`config.mk`:
```
export PLATFORM = sky130hd
export DESIGN_NAME = pipeline_mem_arbiter
export DESIGN_NICKNAME = d
export VERILOG_FILES = /design/src/rtl/pipeline_mem_arbiter.sv
export SDC_FILE = /design/constraint.sdc
export NUM_CORES = 1
export LEC_CHECK = 0
export BUFFER_PORTS_ARGS = -buffer_cell sky130_fd_sc_hd__buf_2
export CAP_MARGIN = 25
export CORE_AREA = 2 2 281 283
export CTS_CLUSTER_SIZE = 24
export DETAILED_ROUTE_END_ITERATION = 10
export DIE_AREA = 0 0 283 285
export PLACE_DENSITY = 0.3
export SYNTH_ARGS = -nofsm -noshare
export SYNTH_HDL_FRONTEND = slang
export SYNTH_SLANG_ARGS = --single-unit
export TNS_END_PERCENT = 1
```
`constraint.sdc`:
```
create_clock -name clk -period 2 [get_ports clk]
set_clock_uncertainty 0.15 [all_clocks]
set_input_delay 0.4 -clock clk [delete_from_list [all_inputs] [get_ports clk]]
set_output_delay 0.4 -clock clk [all_outputs]
set_load 0.02 [all_outputs]
```
`src/rtl/pipeline_mem_arbiter.sv`:
```
// Shares one physical-memory port between the I-side and D-side stage caches.
// One transaction in flight at a time; simultaneous requests alternate grants and are counted.
module pipeline_mem_arbiter #(
    parameter int ADDR_WIDTH = 16,
    parameter int LINE_WIDTH = 128
) (
    input  logic                  clk,
    input  logic                  reset,
    input  logic                  i_read,
    input  logic [ADDR_WIDTH-1:0] i_address,
    output logic                  i_resp,
    output logic [LINE_WIDTH-1:0] i_rdata,
    input  logic                  d_read,
    input  logic                  d_write,
    input  logic [ADDR_WIDTH-1:0] d_address,
    input  logic [LINE_WIDTH-1:0] d_wdata,
    output logic                  d_resp,
    output logic [LINE_WIDTH-1:0] d_rdata,
    output logic                  pmem_read,
    output logic                  pmem_write,
    output logic [ADDR_WIDTH-1:0] pmem_address,
    output logic [LINE_WIDTH-1:0] pmem_wdata,
    input  logic [LINE_WIDTH-1:0] pmem_rdata,
    input  logic                  pmem_resp,
    output logic                  busy,
    output logic [15:0]           conflict_count
);

    // state   | meaning
    // IDLE    | no transaction; arbitrate pending requests
    // SERVE_I | memory port owned by the instruction-fetch cache
    // SERVE_D | memory port owned by the memory-stage cache
    typedef enum logic [1:0] {
        IDLE    = 2'd0,
        SERVE_I = 2'd1,
        SERVE_D = 2'd2
    } state_t;

    state_t      state;
    state_t      state_next;
    logic        last_grant_d;
    logic        last_grant_next;
    logic [15:0] conflict_q;
    logic        i_req;
    logic        d_req;
    logic        conflict;

    assign i_req = i_read;
    assign d_req = d_read | d_write;

    always_ff @(posedge clk or posedge reset) begin
        if (reset) begin
            state        <= IDLE;
            last_grant_d <= 1'b0;
            conflict_q   <= 16'h0000;
        end else begin
            state        <= state_next;
            last_grant_d <= last_grant_next;
            if (conflict && (conflict_q != 16'hFFFF)) begin
                conflict_q <= conflict_q + 16'd1;
            end
        end
    end

    // Strobes decode from the registered state, so reset clears them without a clock.
    always_comb begin
        state_next      = state;
        last_grant_next = last_grant_d;
        conflict        = 1'b0;
        pmem_read       = 1'b0;
        pmem_write      = 1'b0;
        pmem_address    = i_address;
        i_resp          = 1'b0;
        d_resp          = 1'b0;
        case (state)
            IDLE: begin
                if (i_req && d_req) begin
                    conflict = 1'b1;
                    if (last_grant_d) begin
                        state_next      = SERVE_I;
                        last_grant_next = 1'b0;
                    end else begin
                        state_next      = SERVE_D;
                        last_grant_next = 1'b1;
                    end
                end else if (i_req) begin
                    state_next      = SERVE_I;
                    last_grant_next = 1'b0;
                end else if (d_req) begin
                    state_next      = SERVE_D;
                    last_grant_next = 1'b1;
                end
            end
            SERVE_I: begin
                pmem_read    = i_read;
                pmem_address = i_address;
                i_resp       = pmem_resp;
                if (pmem_resp) begin
                    state_next = IDLE;
                end
            end
            SERVE_D: begin
                // An illegal read+write is resolved in favour of the write.
                pmem_read    = d_read & ~d_write;
                pmem_write   = d_write;
                pmem_address = d_address;
                d_resp       = pmem_resp;
                if (pmem_resp) begin
                    state_next = IDLE;
                end
            end
            default: begin
                state_next = IDLE;
            end
        endcase
    end

    assign pmem_wdata     = d_wdata;
    assign i_rdata        = pmem_rdata;
    assign d_rdata        = pmem_rdata;
    assign busy           = (state != IDLE);
    assign conflict_count = conflict_q;

endmodule

```
Word-level counts from Yosys, hierarchy flattened
Index checks and enable logic that the tools add are counted.
Widths: inputs -> output; s select.
{"block": "word_totals", "ff_bits": 19, "inputBits": 294, "output_inout_bits": 421, "wordCells": 37}
{"block": "op_classes", "addsub": 1, "n_eq_ne": 5, "muxes": 17, "bitwise_logic": 3, "n_reduce_logical": 8}
{"cell": "$add 16x1->16 const B", "n": 1}
{"cell": "$mux 16", "n": 1}
{"cell": "$ne 16x16->1 const B", "n": 1}
{"cell": "$mux 2", "n": 5}
{"cell": "$mux 1", "n": 9}
{"cell": "$ne 4x4->1 const B", "n": 1}
{"cell": "$pmux 2 s2", "n": 1}
{"cell": "$reduce_and 2->1", "n": 2}
{"cell": "$reduce_bool 3->1", "n": 1}
{"cell": "$eq 2x1->1 const B", "n": 1}
{"cell": "$eq 2x2->1 const B", "n": 1}
{"cell": "$logic_and 1x1->1", "n": 2}
{"cell": "$logic_not 2->1", "n": 1}
{"cell": "$ne 2x1->1 const B", "n": 1}
{"cell": "$pmux 1 s2", "n": 1}
{"cell": "$reduce_bool 2->1", "n": 1}
{"cell": "$reduce_or 2->1", "n": 1}
{"cell": "$and 1x1->1", "n": 1}
{"cell": "$not 1->1", "n": 1}
{"cell": "$or 1x1->1", "n": 1}

Logic depth before layout (Yosys ltp)
{"block": "depth", "ltp_word": 5, "ltp_mapped": 7, "depth_no_buf": 6}

Worst setup path before layout
OpenSTA, ideal clock, no wires.
{"block": "synth_timing", "path_type": "register to output", "start": "reg state[0]", "end": "out pmem_address[10]", "arrival_ps": 1640, "required_time_ps": 1450, "setup_slack_ps": -190, "path_stages_with_launch": 6, "n_path_buf": 2, "cell_sequence": "dfrtp_1 inv_1 ha_1 clkbuf_1 buf_1 mux2_2"}
{"block": "synth_via", "elab_chain_cells": 2}
{"element": "from (decl)", "line": "39", "text": "state_t state;"}
{"element": "from (signal assigned)", "line": "57", "text": "state <= state_next;"}
{"element": "$eq 2x2->1", "line": "75", "text": "case (state)"}
{"element": "$mux 16", "line": "75"}
{"element": "to (decl)", "line": "21", "text": "output logic [ADDR_WIDTH-1:0] pmem_address,"}
Every way passes these cells.

Worst setup path after layout
{"block": "layout_timing", "start": "reg state[1]", "end": "out pmem_address[9]"}
Same word-level chain as after synthesis.

==> results.py <==
metrics = {
    "status": {
        "result_of_the_run": "finished with violations",
        "failed_checks": "setup timing",
    },
    "global_routing": {
        "grt.total_usage": 0.0321,
        "first_global_vias": 2140,
        "grt_start_max_net_pins": 20,
        "antenna_found_initial": 1,
        "global_route.overflow_total": 0,
        "grt_first_pass_wirelength_um": 18100,
    },
    "power_and_ir_drop": {
        "power_frac_clock": 0.161,
        "reg_power_frac": 0.223,
        "cellInternalPower_mw": 1.59,
        "leakagePower_nw": 1.15,
        "pwr_density_cell_mw_per_mm2": 768,
        "power.net_switching_mw": 1.03,
        "ir_worst_vdd_mv": 0.485,
        "power_frac_comb": 0.617,
        "switching_share": 0.393,
    },
    "floorplan": {
        "placeableCoreArea_mm2": 0.0780,
        "dieWidth_um": 283,
        "die_area_mm2": 0.0807,
        "rows": 103,
        "initial_util": 0.0530,
        "io_pins": 715,
        "chipHeight_um": 285,
    },
    "synthesis": {
        "ys_seq_area_frac": 0.115,
        "netlist_top_cells_count": "384 x sky130_fd_sc_hd__buf_4, 19 x sky130_fd_sc_hd__dfrtp_1, 17 x sky130_fd_sc_hd__mux2_2, 13 x sky130_fd_sc_hd__xor2_1, 10 x sky130_fd_sc_hd__nor3_1",
        "ys_seq_elements": 19,
        "syn_inst": 502,
        "post_synth_edffs": 0,
        "largest_family_of_logic_cells_by_synthesized_area": "buffers and inverters",
        "synth.area.top_cells": "sky130_fd_sc_hd__buf_4 70%, sky130_fd_sc_hd__dfrtp_1 12%, sky130_fd_sc_hd__mux2_2 4.6%",
        "synth_fa_ha_area_frac": 0.0151,
        "yosysWarnings": 0,
        "post-synth-top-area-cell": "sky130_fd_sc_hd__buf_4",
        "synth-simple-area-share": 0.0721,
        "synth-main-ff-cell": "sky130_fd_sc_hd__dfrtp_1",
        "ys_types": 35,
        "muxShareOfSynthArea": 0.0500,
        "synthArstFlopShare": 1.00,
        "yosys.area_share.xor_xnor": 0.0297,
        "syn_nets": 801,
        "per_instance_average_area_after_synthesis_um2": 8.23,
        "synth_top_cell_area_share": 0.698,
        "share_of_the_synthesized_area_in_compound_gates_ao_oa_aoi_oai": 0.0124,
        "synth.most_common_cell": "sky130_fd_sc_hd__buf_4",
        "post_synth_instance_area_mm2": 0.00413,
    },
    "detailed_routing": {
        "drcViolationCount": 0,
        "wirelength_um": 14400,
        "ant_nets": 0,
        "dr_total_vias": 1876,
        "detail_route.vias_per_cell": 1.49,
        "detailedRoute.firstPassIterationCount": 4,
        "drtIter0Drc": 107,
        "per_cell_routed_wire_length_um": 11.4,
    },
    "timing": {
        "setup_violations": 16,
        "setup_slack_ps": -45.3,
        "final.period_utilization": 1.02,
        "worst-slew-pin-transition_ps": 408,
        "report.final.hold_viol_count": 0,
        "max_clock_freq_mhz": 489,
        "final_period_minus_worst_setup_slack_ps": 2050,
        "max-slew-margin-rel": 0.725,
        "hold-worst-slack_ps": 49.5,
        "grt_setup_unrepaired": "true",
        "slew_violations": 0,
        "finalSetupTns_ps": -576,
    },
    "setup_path": {
        "cp_max_fo": 8,
        "end_kind": "primary output",
        "setup_cp_type": "flip-flop to primary output",
        "timing.critical_path.arrival_ps": 1500,
        "critical_path_required_ps": 1450,
        "nature_of_the_critical_path_startpoint": "flip-flop",
        "worstRegToRegCells": 8,
    },
    "final_layout": {
        "antenna-diode-count": 0,
        "nNetsFinal": 513,
        "drive_above_1_share": 0.624,
        "multi_input_comb_area_um2": 866,
        "final_area_mm2": 0.00341,
        "fillerInstances": 9239,
        "seqCellArea_um2": 477,
        "synthToLayoutAreaGrowth_pct": -17.4,
    },
    "cts": {
        "clock_buffer_count_from_cts": 3,
        "root_buffer": "sky130_fd_sc_hd__clkbuf_16",
        "clkTransAtPathRegs_ps": 60,
        "worst_skew_pair.late_latency_ps": 250,
        "cts_max_path_buffers": 2,
        "cts_tree": "yes",
        "htreeDepth": 1,
        "numClockSinks": 19,
        "cts-hold-fix-buffers": 0,
    },
    "place": {
        "gpl.final_weighted_congestion": 0.686,
        "detail_placement_hpwl_um": 12000,
        "numPortBuffers": 74,
        "placement.setup.worst_slack_ps": 65.6,
        "placedInstanceArea_mm2": 0.00306,
    },
    "run": {
        "timing.max_cap.violations": 0,
    },
    "min_path": {
        "holdCritPathClass": "input pin to async pin",
    },
}
-- logic make-up after synthesis --
group / count (synthesis)
adder cells (fa/ha/maj): 5
AND/OR/NAND/NOR: 48
AO/OA/AOI/OAI: 6
XOR/XNOR: 14
multiplexers: 18
flip-flops: 19
buffers and inverters: 392
-- layout make-up --
cell class              count  area share
flip-flops and latches     19       0.140
repair buffers             94       0.193
clock buffers               4      0.0231
multi-input cells          91       0.254
inverters                   5     0.00550
well taps                1050       0.385
-- cells in the final DEF (no fill, tap or decap), types with 4 or more instances in the layout --
master and n:
sky130_fd_sc_hd__nor3_1 6, sky130_fd_sc_hd__dfrtp_1 18, sky130_fd_sc_hd__nand3_1 4, sky130_fd_sc_hd__buf_4 20
sky130_fd_sc_hd__buf_2 56, sky130_fd_sc_hd__mux2_4 17, sky130_fd_sc_hd__nor3_2 4, sky130_fd_sc_hd__nand2_1 9
sky130_fd_sc_hd__xor2_1 13, sky130_fd_sc_hd__buf_6 16, sky130_fd_sc_hd__nor2_1 5
-- what timing repair did --
item	4_1_cts	5_1_grt
cloned	1	0
pin swaps	1	3
gates resized for setup	46	21
setup buffers	2	0
endpoints found under the setup margin	17	28
-- layer usage --
| metal | share of wire | routed length [um] | track usage |
|---|---|---|---|
| met1 | 0.23 | 3320 | 0.0208 |
| met2 | 0.40 | 5820 | 0.0447 |
| met3 | 0.27 | 3960 | 0.0413 |
| met4 | 0.079 | 1140 | 0.0242 |
| met5 | 0.014 | 195 | 0.0169 |
-- stage by stage --
stage          power [mW]  std cells    util
2_1_floorplan        2.44        502       -
3_3_place_gp         1.84       1256  0.0392
3_5_place_dp         1.83       1256  0.0392
4_1_cts              2.59       1263  0.0427
5_1_grt              2.81       1263  0.0438
6_report             2.62       1263  0.0438
-- critical path, cell delays in order (launching register included) --
cell and delay (ps):
sky130_fd_sc_hd__dfrtp_2 450, sky130_fd_sc_hd__ha_4 200, sky130_fd_sc_hd__buf_12 150, sky130_fd_sc_hd__mux2_4 300, sky130_fd_sc_hd__buf_6 140
-- path summary, 6_finish.rpt --
check,endpoint,startpoint,slack [ps]
max,pmem_address[9],state[1],-50
min,conflict_count[6],reset,50
max reg2reg,conflict_count[6],state[0],100
min reg2reg,last_grant_d,last_grant_d,340
max in group asynchronous,state[1],reset,1400
min in group clk,last_grant_d,last_grant_d,340
-- registers in the layout, summed over array words and instances, names as in the netlist --
signal,flops
last_grant_d,1
state,2
conflict_count,16
-- power groups by stage --
stage / clock network (mW) / logic (mW) / registers [mW]
global route: 0.465 / 1.75 / 0.604
CTS: 0.439 / 1.57 / 0.586
detailed placement: 0 / 1.25 / 0.585
floorplan: 0 / 1.79 / 0.650
finish: 0.421 / 1.62 / 0.583
global placement: 0 / 1.25 / 0.587
No activity file was read; power rests on OpenSTA's default activity.
